File: config.mk
export PLATFORM = sky130hd
export DESIGN_NAME = uart_rx_decoder
export DESIGN_NICKNAME = d
export VERILOG_FILES = /design/src/rtl/uart_rx_decoder.sv
export SDC_FILE = /design/constraint.sdc
export NUM_CORES = 1
export LEC_CHECK = 0
export CAP_MARGIN = 15
export CORE_UTILIZATION = 36
export CTS_BUF_LIST = sky130_fd_sc_hd__clkbuf_16
export CTS_CLUSTER_DIAMETER = 80
export DETAILED_ROUTE_END_ITERATION = 8
export HOLD_SLACK_MARGIN = 0.08
export SLEW_MARGIN = 40
export SYNTH_ARGS = -nofsm -noshare
export SYNTH_HDL_FRONTEND = slang
export SYNTH_SLANG_ARGS = --single-unit
File: constraint.sdc
create_clock -name clk -period 2.6 [get_ports clk]
set_clock_uncertainty 0.2 [all_clocks]
set_input_delay 0.52 -clock clk [delete_from_list [all_inputs] [get_ports clk]]
set_output_delay 0.52 -clock clk [all_outputs]
set_load 0.005 [all_outputs]
File: src/rtl/uart_rx_decoder.sv
// uart_rx_decoder: UART receiver with 16x oversampling, start-glitch
// rejection and mid-bit sampling. The default frame is 8-N-1.
// Define UART_RX_PARITY_EN for 8-E-1 framing with an even-parity check on parity_err.
module uart_rx_decoder #(
  parameter int BAUD_DIV = 27
) (
  input  logic       clk,
  input  logic       reset,
  input  logic       ser_in,
  output logic [7:0] rx_data,
  output logic       rx_valid,
  output logic       frame_err,
  output logic       parity_err,
  output logic       rx_busy
);

  localparam int PW = (BAUD_DIV > 1) ? $clog2(BAUD_DIV) : 1;

  typedef enum logic [2:0] {IDLE, START, DATA, PARITY, STOP} state_t;

  state_t        state;
  logic          s_meta;
  logic          s_in;
  logic          s_prev;
  logic [PW-1:0] pcnt;
  logic [3:0]    tcnt;
  logic [2:0]    bcnt;
  logic [7:0]    shreg;
  logic          tick;
  logic          start_det;
`ifdef UART_RX_PARITY_EN
  logic          par_bit;
`endif

  assign tick      = (pcnt == PW'(BAUD_DIV - 1));
  assign start_det = (state == IDLE) && s_prev && !s_in;
  assign rx_busy   = (state != IDLE);

  // Two-flop synchronizer plus a history flop for falling-edge detection.
  always_ff @(posedge clk or posedge reset) begin
    if (reset) begin
      s_meta <= 1'b1;
      s_in   <= 1'b1;
      s_prev <= 1'b1;
    end else begin
      s_meta <= ser_in;
      s_in   <= s_meta;
      s_prev <= s_in;
    end
  end

  // Oversample prescaler, held at zero while idle so the first tick lands BAUD_DIV cycles after start detect.
  always_ff @(posedge clk or posedge reset) begin
    if (reset) begin
      pcnt <= '0;
    end else if (state == IDLE || tick) begin
      pcnt <= '0;
    end else begin
      pcnt <= pcnt + PW'(1);
    end
  end

  // Frame state machine: samples mid-bit, shifts data in LSB first, and issues the one-cycle result strobes.
  always_ff @(posedge clk or posedge reset) begin
    if (reset) begin
      state      <= IDLE;
      tcnt       <= 4'd0;
      bcnt       <= 3'd0;
      shreg      <= 8'h00;
      rx_data    <= 8'h00;
      rx_valid   <= 1'b0;
      frame_err  <= 1'b0;
      parity_err <= 1'b0;
`ifdef UART_RX_PARITY_EN
      par_bit    <= 1'b0;
`endif
    end else begin
      rx_valid   <= 1'b0;
      frame_err  <= 1'b0;
      parity_err <= 1'b0;
      case (state)
        IDLE: begin
          if (start_det) begin
            state <= START;
            tcnt  <= 4'd0;
          end
        end
        START: begin
          if (tick) begin
            if (tcnt == 4'd7) begin
              if (s_in) begin
                state <= IDLE;
              end else begin
                state <= DATA;
                tcnt  <= 4'd0;
                bcnt  <= 3'd0;
              end
            end else begin
              tcnt <= tcnt + 4'd1;
            end
          end
        end
        DATA: begin
          if (tick) begin
            tcnt <= tcnt + 4'd1;
            if (tcnt == 4'd15) begin
              shreg <= {s_in, shreg[7:1]};
              bcnt  <= bcnt + 3'd1;
              if (bcnt == 3'd7) begin
`ifdef UART_RX_PARITY_EN
                state <= PARITY;
`else
                state <= STOP;
`endif
              end
            end
          end
        end
`ifdef UART_RX_PARITY_EN
        PARITY: begin
          if (tick) begin
            tcnt <= tcnt + 4'd1;
            if (tcnt == 4'd15) begin
              par_bit <= s_in;
              state   <= STOP;
            end
          end
        end
`endif
        STOP: begin
          if (tick) begin
            tcnt <= tcnt + 4'd1;
            if (tcnt == 4'd15) begin
              state <= IDLE;
              if (s_in) begin
                rx_data  <= shreg;
                rx_valid <= 1'b1;
`ifdef UART_RX_PARITY_EN
                parity_err <= (^shreg) ^ par_bit;
`endif
              end else begin
                frame_err <= 1'b1;
              end
            end
          end
        end
        default: state <= IDLE;
      endcase
    end
  end

endmodule

# Word-level counts from Yosys, hierarchy flattened
# Cells that the tools add are included.
[totals]
ff_bits = 36
latch_bits = 0
mem_bits_rw = 0
rom_bits = 0
inputBits = 3
elab_cells = 77
memories = 0
[classes]
n_addsub = 3
mul = 0
div = 0
magnitude_cmp = 0
eq_ne = 18
n_shift = 0
n_mux = 31
bitwise = 0
n_reduce_logical = 14
[op_table]
columns = ["op", "count"]
rows = [
  ["two-way mux 3 bit", 13],
  ["two-way mux 4 bit", 5],
  ["inequality test 2 bit, second input constant", 9],
  ["case mux 3 bit (4 select lines)", 1],
  ["case mux 4 bit (3 select lines)", 1],
  ["two-way mux 1 bit", 8],
  ["AND reduction 8 bit", 1],
  ["equality test 3 bit, second input constant", 2],
  ["case mux 3 bit (2 select lines)", 1],
  ["AND reduction 6 bit", 1],
  ["nonzero test 3 bit", 2],
  ["adder 5 x 1 -> 5 bit, second input constant", 1],
  ["equality test 5 bit, second input constant", 1],
  ["two-way mux 5 bit", 1],
  ["AND reduction 5 bit", 1],
  ["adder 4 x 1 -> 4 bit, second input constant", 1],
  ["equality test 4 x 3 -> 1 bit, second input constant", 1],
  ["equality test 4 bit, second input constant", 1],
  ["AND reduction 4 bit", 1],
  ["adder 3 x 1 -> 3 bit, second input constant", 1],
  ["equality test 3 x 1 -> 1 bit, second input constant", 1],
  ["equality test 3 x 2 -> 1 bit, second input constant", 1],
  ["logical NOT 3 bit", 1],
  ["inequality test 3 bit, second input constant", 1],
  ["8 further kinds", 9],
]

# Longest topological paths before layout
# Gate-level depths: netlist of the first run.
[depth]
depth_word = 5
mapped_depth = 7
ltp_nobuf = 7

# Worst setup path after synthesis of the first run
# No wires, ideal clock.
[synth_path]
path_type = "reg-to-reg"
from = "register tcnt[0]"
to = "register state[1]"
arrival_time_ns = 1.678
required_time_ns = 2.275
slack_ns = 0.597
stages_incl_launch_ff = 7
n_path_buf = 0
period_less_slack_ns = 2.003
cell_sequence = "dfrtp_1 -> ha_1 -> nand2_1 -> o211a_1 -> a21o_1 -> or3_4 -> mux2_4"
[synth_via]
elab_chain_cells = 3
word_cells_on_any_way = 6
cone_classes = "eq/ne: 5; reduce/logical: 1"
[synth_rtl]
columns = ["item", "line_no", "source"]
rows = [
  ["start: declaration", "26", "logic [3:0] tcnt;"],
  ["start signal: assignment", "99", "tcnt <= tcnt + 4'd1;"],
  ["start signal: assignment", "105", "tcnt <= tcnt + 4'd1;"],
  ["start signal: assignment", "132", "tcnt <= tcnt + 4'd1;"],
  ["equality test 4 bit or equality test 4 x 3 -> 1 bit (tied branches)", "106, 133, 90", ""],
  ["inequality test 2 bit (no source line)", "-", ""],
  ["AND reduction 8 bit (no source line) *", "-", ""],
  ["end signal: assignment", "113", "state <= STOP;"],
  ["end signal: assignment", "134", "state <= IDLE;"],
  ["end signal: assignment", "147", "default: state <= IDLE;"],
  ["end: declaration", "21", "state_t state;"],
]
# Every way passes the cells marked *; elsewhere a longest branch is shown, timed or not.
# A chain may end at the register's enable or synchronous reset.

# Worst setup path in the final report of the first run
[layout_path]
from = "register state[1]"
to = "output port rx_busy"
[layout_via]
elab_chain_cells = 1
[layout_rtl]
columns = ["item", "line_no", "source"]
rows = [
  ["start signal: assignment", "66", "state <= IDLE;"],
  ["start signal: assignment", "84", "state <= START;"],
  ["start signal: assignment", "92", "state <= IDLE;"],
  ["nonzero test 3 bit", "37", "assign rx_busy = (state != IDLE);"],
  ["end: declaration", "14", "output logic rx_busy"],
]
# Every way passes these cells.

==> results of run 1 <==
[worst max-delay path, delay by kind of cell, from the launching register on]
kind,cells,cell delay [ns]
flops,1,0.51
buf+inv,1,0.46
simple gates,1,0.45
[flip-flops by register name (all words and copies together) (netlist names)]
signal,flops
bcnt,3
s_prev,1
rx_valid,1
s_meta,1
tcnt,4
state,3
rx_data,8
s_in,1
frame_err,1
pcnt,5
shreg,8
[through the flow]
| stage | cell area [um2] | hold slack [ns] |
|---|---|---|
| after CTS | 1988 | 0.1604 |
| after global placement | 1824 | 0.1468 |
| final | 1988 | 0.1582 |
| after global routing | 1988 | 0.1670 |
| after floorplan | 1665 | 0.1452 |
| after detailed placement | 1824 | 0.1494 |
[cell usage in the layout, fill, tap and decap left out, types with 2 or more instances in the layout]
cell              n
a21o_1            2
a21oi_1           4
a22o_1            2
buf_4             2
clkbuf_16         5
clkdlybuf4s50_1  13
dfrtp_1          33
dfstp_2           3
ha_1              5
inv_1             6
mux2_2           18
nand2_1           5
nand2b_1          3
nand3_1           4
nand4b_1          2
nor2_1           14
nor3_1            2
o21ai_0           3
or3_4             2
xor2_1            3
[worst paths after layout]
check | startpoint | end | slack, ns | cells past startpoint
hold / removal | s_meta | s_in | 0.16 | 0
min in group asynchronous | reset | rx_data[6] | 0.45 | 3
setup reg to reg | s_in | state[1] | 0.43 | 5
max in group asynchronous | reset | s_in | 1.40 | 3
setup / recovery | state[1] | rx_busy | 0.19 | 2
hold reg to reg | s_meta | s_in | 0.16 | 0
[report_power, final]
group	internal, uW	switching [uW]
logic	179	171
registers	620	91.8
clock network	446	210
[area by class of cell]
class                           count  share of cell area
Inverter                            5            0.009440
Sequential cell                    36              0.4550
Tap cell                           52             0.03272
Clock inverter                      3             0.01951
Timing Repair Buffer               15             0.07300
Clock buffer                        5             0.06293
Multi-Input combinational cell     86              0.3474
[metal layers]
metal  up-vias  routed length, um  share of wire
met1       512               1296           0.45
met4         0                 77          0.026
met2        27               1417           0.49
met3         7                115          0.040
li1        495                  -              -
met5         -                  0              0
[cell families (layout without fill, tap and decap cells)]
logic type / after synthesis / count (layout) / synth area share
other: 1 / 1 / 0.002252
adders and majority gates: 5 / 5 / 0.03757
and+or+nand+nor: 40 / 40 / 0.1458
AOI/OAI and AO/OA: 16 / 16 / 0.07137
DFF: 36 / 36 / 0.5432
muxes: 20 / 20 / 0.1367
xor gates and xnor gates: 4 / 4 / 0.02104
buffers and inverters: 11 / 28 / 0.04208
==> flow_summary.yaml, run 1 <==
grt:
  antenna_found_initial: 0
  use_met1: 0.1608
  grt_pass1_wl_um: 5230
  grtUsageMet2: 0.2233
  globalRouteMet3Util: 0.04185
  grt.overflow.total: 0
  first_global_vias: 1137
  grt_most_used_layer: "met2"
  grt_max_degree: 37
  grtUsageTotal: 0.1387
floorplanning:
  io_pins: 15
  die_area_mm2: 0.004902
  start_util: 0.3773
  die_x_um: 70.02
  rows: 24
  die_h_um: 70.02
  core_area_mm2: 0.004414
logic_synthesis:
  syn_nets: 141
  synth-edff-count: 0
  ys_ff_latch: 36
  async_reset_ff_frac: 1.000
  mappedNetlistArea_mm2: 0.001665
  synthCells: 133
  seq_area_frac_synth: 0.5432
  yosysWarnings: 0
  yosys-top-cells-count: "33 x dfrtp_1, 18 x mux2_2, 14 x nor2_1"
  syn_area_per_cell_um2: 12.52
  synth_area_leaders: "dfrtp_1 50%, mux2_2 12%, dfstp_2 4.7%, ha_1 3.8%, nor2_1 3.2%"
  synth_top_area_cell: "dfrtp_1"
  synthDistinctLibCells: 37
  synthFlopType: "dfrtp_1"
  synth_most_common_cell: "dfrtp_1"
  synth.top_cell.area_share: 0.4959
cts:
  clockBufferDepth: 2
  cts.htree.levels: 2
  cts_resized: 0
  postCtsSetupBuffers: 0
  clk_latency_ns: 0.28
  cts_root_buf: "clkbuf_16"
  cts_sinks: 36
  clk_pin_slew_ns: 0.05
  postCtsHoldBufs: 0
  cts_tree: "done"
  numCtsBuffers: 5
critical_path:
  cp-start-kind: "register"
  worstPathRequired_ns: 1.88
  cp-end-kind: "output pin"
  path_class: "reg2out"
  crit_fanout: 12
  critPathSlowestCell: "dfrtp_1"
  cp_data_arrival_time_ns: 1.69
  crit_path_max_incr_delay_ns: 0.51
  worstPathCellList: "or3_4 > clkdlybuf4s50_1"
run_status:
  status: "finished, final reports clean"
place:
  dp.cells: 194
  dp_slack_ns: 0.4389
  routabilityCongestion: 0.7887
  io_buffer_count: 13
  dpl.hpwl_um: 2004
worst_hold_path:
  hold_class: "reg2reg"
sta:
  post-route-period-util: 0.9288
  maxSlewViolCount: 0
  fin_setup_tns_ns: 0
  setup_viol: 0
  setup_ws_ns: 0.1851
  grt_setup_unrepaired: "no"
  period_needed_ns: 2.415
  clock.fmax_mhz: 414.1
  hold_viol: 0
finish:
  nNetsFinal: 157
  layout-drive-gt1-share: 0.2400
  fin_util: 0.4504
  fin_cells: 202
  area_growth_pct: 19.38
  diodes: 0
  fillers: 382
  multi_input_area_um2: 690.7
  ff_latch_area_um2: 904.6
route:
  antenna_left: 0
  wl_um: 2906
  vias: 1041
  drt_iter0_drc: 51
  firstDrtPassIters: 4
  wl_per_cell_um: 14.39
  drc: 0
  via_per_inst: 5.153
power_and_ir_drop:
  ir_worst_vdd_mv: 0.4754
  p_leak_uw: 0.0009958
  power.density_mw_per_mm2: 863.8
  power_uw: 1717
job:
  maxCapViolCount: 0
Note: power is estimated with default switching activity, not from simulation.
==> run 2: changes to the inputs <==
--- a/config.mk
+++ b/config.mk
@@ -8,9 +8,9 @@
 export CAP_MARGIN = 15
 export CORE_UTILIZATION = 36
 export CTS_BUF_LIST = sky130_fd_sc_hd__clkbuf_16
-export CTS_CLUSTER_DIAMETER = 80
 export DETAILED_ROUTE_END_ITERATION = 8
 export HOLD_SLACK_MARGIN = 0.08
+export RECOVER_POWER = 25
 export SLEW_MARGIN = 40
 export SYNTH_ARGS = -nofsm -noshare
 export SYNTH_HDL_FRONTEND = slang
==> flow_summary.yaml, run 2 (same netlist as run 1, synthesis figures left out) <==
run_status:
  status: "finished, final reports clean"
sta:
  grt_setup_unrepaired: "no"
  setup_viol: 0
  hold_slack_ns: 0.1634
  clock.fmax_mhz: 414.1
  tightest_slew_ns: 0.8830
  period_needed_ns: 2.415
  fin_setup_tns_ns: 0
  post-route-period-util: 0.9288
  slew_headroom: 0.4113
  maxSlewViolCount: 0
  hold_viol: 0
finish:
  reg.largest.list: "rx_data: 8 flops, shreg: 8 flops, pcnt: 5 flops"
  diodes: 0
  final_cell_mix: "33 x dfrtp_1, 18 x mux2_2, 14 x nor2_1"
  fillers: 383
  nNetsFinal: 157
  design_area_mm2: 0.001986
  layout_commonest_cell: "dfrtp_1"
  area_growth_pct: 19.23
  layout-drive-gt1-share: 0.2333
critical_path:
  path_class: "reg2out"
  r2r_cells: 5
  rr_startpoint: "s_in"
  cp-end-kind: "output pin"
  r2r-end: "state[1]"
  cp-start-kind: "register"
  rrSetupSlack_ns: 0.35
  crit_fanout: 12
  worstPathRequired_ns: 1.88
  cp_data_arrival_time_ns: 1.69
power_and_ir_drop:
  power.density_mw_per_mm2: 864.1
  power_uw: 1716
  p_leak_uw: 0.0009951
  ir_worst_vdd_mv: 0.4754
route:
  dr_wl_met3_um: 115
  vias: 1041
  wl_um: 2905
  antenna_left: 0
  met1Wirelength_um: 1295
  firstDrtPassIters: 4
  topRoutingLayerUsed: "met4"
  met2_length_um: 1416
  drc: 0
  wl_per_cell_um: 14.38
  via_per_inst: 5.153
  drt_iter0_drc: 51
cts:
  clk_pin_slew_ns: 0.05
  cts_root_buf: "clkbuf_16"
  cts_sinks: 36
  numCtsBuffers: 5
  cts.htree.levels: 2
  cts_tree: "done"
  clk_latency_ns: 0.28
  cts_resized: 0
  postCtsSetupBuffers: 0
  clockBufferDepth: 2
  postCtsHoldBufs: 0
grt:
  first_global_vias: 1137
  grt_pass1_wl_um: 5230
  antenna_found_initial: 0
  grtUsageTotal: 0.1387
  grt_max_degree: 37
  grt.overflow.total: 0
place:
  routabilityCongestion: 0.7887
  placed_cell_area_mm2: 0.001824
  dpl.hpwl_um: 2004
  io_buffer_count: 13
floorplanning:
  rows: 24
  die_area_mm2: 0.004902
  die_x_um: 70.02
  die_h_um: 70.02
  start_util: 0.3773
  io_pins: 15
  core_area_mm2: 0.004414
worst_hold_path:
  hp-start: "s_meta"
  hold-path-endpoint: "s_in"
  hold_depth: 0
  hold_class: "reg2reg"
job:
  maxCapViolCount: 0
run 2: changes by cell type in the layout (fill, tap and decap cells not counted):
cell	change
dfstp_1	+1
dlygate4sd3_1	+2
buf_4	-1
clkdlybuf4s50_1	-2
clkbuf_2	+1
dfstp_2	-1
run 2: critical path, cell delays in order, from the launching register on:
cell,delay (ns)
dfrtp_1,0.51
or3_4,0.45
clkdlybuf4s50_1,0.46
run 2: worst max-delay path by stage:
| stage | end | cells after the start | slack [ns] | start |
|---|---|---|---|---|
| final | rx_busy | 2 | 0.19 | state[1] |
| after global routing | rx_busy | 2 | 0.12 | state[1] |
| after CTS | rx_busy | 2 | 0.17 | state[1] |
| after detailed placement | state[1] | 5 | 0.44 | s_in |
| after global placement | rx_busy | 2 | 0.50 | state[1] |
| after floorplan | state[1] | 6 | 0.60 | tcnt[0] |
run 2: cell type report:
cell class	count	area (um2)	share of cell area
clock buffers	5	125.1	0.06301
repair buffers	15	142.6	0.07183
inverters	5	18.77	0.009452
flip-flops and latches	36	904.6	0.4556
clock inverters	3	38.79	0.01953
well taps	52	65.06	0.03277
multi-input cells	86	690.7	0.3478
run 2: metrics by stage:
step,utilization,setup WS (ns),cells
final,0.4498,0.1852,202
after global placement,0.4133,0.5027,194
after global routing,0.4498,0.1228,202
after CTS,0.4504,0.1729,202
after floorplan,-,0.5972,133
after detailed placement,0.4133,0.4389,194
run 2: layer usage:
layer / vias to the layer above / track usage
met2: 27 / 0.2233
met3: 7 / 0.04185
li1: 495 / -
met5: - / 0
met1: 512 / 0.1608
met4: 0 / 0.08667
run 2: power by group:
| part | leakage (uW) | switching, uW | internal (uW) |
|---|---|---|---|
| Sequential | 0.000484 | 91.8 | 620 |
| Clock | 0.0000850 | 210 | 446 |
| Combinational | 0.000426 | 170 | 178 |
| Total | 0.000995 | 472 | 1240 |
==> RTL change: new RTL, settings of run 2 <==
Add an input register stage for `ser_in`; this delays it by one clock.
--- a/src/rtl/uart_rx_decoder.sv
+++ b/src/rtl/uart_rx_decoder.sv
@@ -17,6 +17,12 @@
   localparam int PW = (BAUD_DIV > 1) ? $clog2(BAUD_DIV) : 1;
 
   typedef enum logic [2:0] {IDLE, START, DATA, PARITY, STOP} state_t;
+
+  logic ser_q;
+
+  always_ff @(posedge clk) begin
+    ser_q <= ser_in;
+  end
 
   state_t        state;
   logic          s_meta;
@@ -43,7 +49,7 @@
       s_in   <= 1'b1;
       s_prev <= 1'b1;
     end else begin
-      s_meta <= ser_in;
+      s_meta <= ser_q;
       s_in   <= s_meta;
       s_prev <= s_in;
     end
Behaviour: not the same (Yosys sat finds a counterexample within 4 cycles, from zero or initial values and one cycle with reset high).
==> RTL change against run 2 <==
  * Worst setup slack got worse by 0.089 ns
  * Sequential cell count rose by 1
  * Design area rose by 3.5%
  * Sequential share of layout area fell by 0.58 points
  * Core utilization rose by 0.66 points
  * Routed wire length rose by 5.7%
  * Total power fell by 0.85%
  * Area after synthesis rose by 4.3%
  * Largest power group unchanged
==> RTL change: results (changes against run 2) <==
nNetsFinal: 164  # +4.5%
leakage_nw: 0.988  # -0.66%
yosys-top-cells-area: "dfrtp_1, mux2_2, dfstp_2"
grt_max_degree: 37  # unchanged
wl_mm: 3.07  # +5.7%
synth_common_cells: "dfrtp_1, mux2_2, nor2_1, nand2_1, nand3_1"
met1_length_mm: 1.40  # +8.0%
cts_resized: 0  # unchanged
grt_pass1_wl_mm: 5.49  # +5.0%
p_per_area_nw_per_um2: 828  # -4.2%
hpwl_mm: 2.01  # +0.42%
wl_met2_mm: 1.51  # +6.3%
yosysSeqAreaShare: 0.532  # -0.0108
async_flop_share: 0.973  # -0.0270
status: "completed"
drive_above_1_share: 0.242  # +0.00870
synth.avg_cell_area_sq_um: 12.4  # -0.93%
vias_per_cell: 5.35  # +3.8%
vias: 1118  # +7.4%
grt_pass1_vias: 1171  # +3.0%
grt_usage: 0.138  # -0.000483
use_met2: 0.232  # +0.00846
place_area_sq_um: 1890  # +3.7%
reg_top3: "rx_data (8), shreg (8), pcnt (5)"
drt_iter0_drc: 56  # +9.8%
syn_nets: 148  # +5.0%
r2r-start: "pcnt[0]"
worstHoldStart: "ser_q"
nFillCells: 384  # +0.26%
use_met1: 0.169  # +0.00848
use_met3: 0.0464  # +0.00457
hold_class: "reg2reg"
pre_cts_ws_ns: 0.395  # -0.0438 ns
yosysUniqueCellTypes: 42  # +14%
wl_met3_microns: 130  # +13%
vdd_drop_max_mv: 0.335  # -30%
worstSetupStartpoint: "state[0]"
post-cts-setup-buffers: 0  # unchanged
port_buffers: 13  # unchanged
crit_arrival_ns: 1.78  # +0.09 ns
tightestPinTransition_ns: 0.880  # -0.00334 ns
cts_buffer_depth: 2  # unchanged
place.gp.congestion: 0.817  # +3.6%
dp_cells: 201  # +3.6%
-- RTL change: cell types whose count changed after synthesis, sizes merged, moves of 2 or more --
cell,change
mux2,-2
o32ai,+2
nor2,-3
nand2,+3
clkbuf,+2
nand3,+3
and4b,+2
nand4b,-2
a21o,-2
-- RTL change: critical path: stages (launching register included) --
cell and delay, ns:
dfrtp_1 0.54, or3_1 0.50, clkdlybuf4s50_1 0.47
-- RTL change: final cells by class --
type / instances / area share
flip-flops and latches: 37 / 0.450
multi-input cells: 90 / 0.354
clock buffers: 5 / 0.0609
well taps: 52 / 0.0316
repair buffers: 16 / 0.0730
clock inverters: 3 / 0.0201
inverters: 6 / 0.0110
-- RTL change: kinds of logic (layout without fill, tap and decap cells) --
family,Yosys count,after routing,synth area share
simple gates,42,42,0.154
mux,18,18,0.116
other cells,1,1,0.00216
buf+inv,13,30,0.0490
flops,37,37,0.532
compound gates,19,19,0.0850
fa+ha+maj,5,5,0.0360
xor+xnor,5,5,0.0252
-- RTL change: where the power goes --
group / internal [mW] / switching (mW) / leakage, nW / total (mW)
logic: 0.125 / 0.154 / 0.424 / 0.279
registers: 0.646 / 0.0986 / 0.487 / 0.744
clock network: 0.449 / 0.229 / 0.0775 / 0.678
-- RTL change: final timing paths --
check	end	slack [ns]	cells after the start
worst max-delay path	rx_busy	0.1	2
worst min register to register	s_meta	0.1	0
worst min-delay path	s_meta	0.1	0
min in group asynchronous	tcnt[0]	0.74	3
worst max register to register	shreg[5]	0.40	6
max in group asynchronous	pcnt[4]	0.90	3
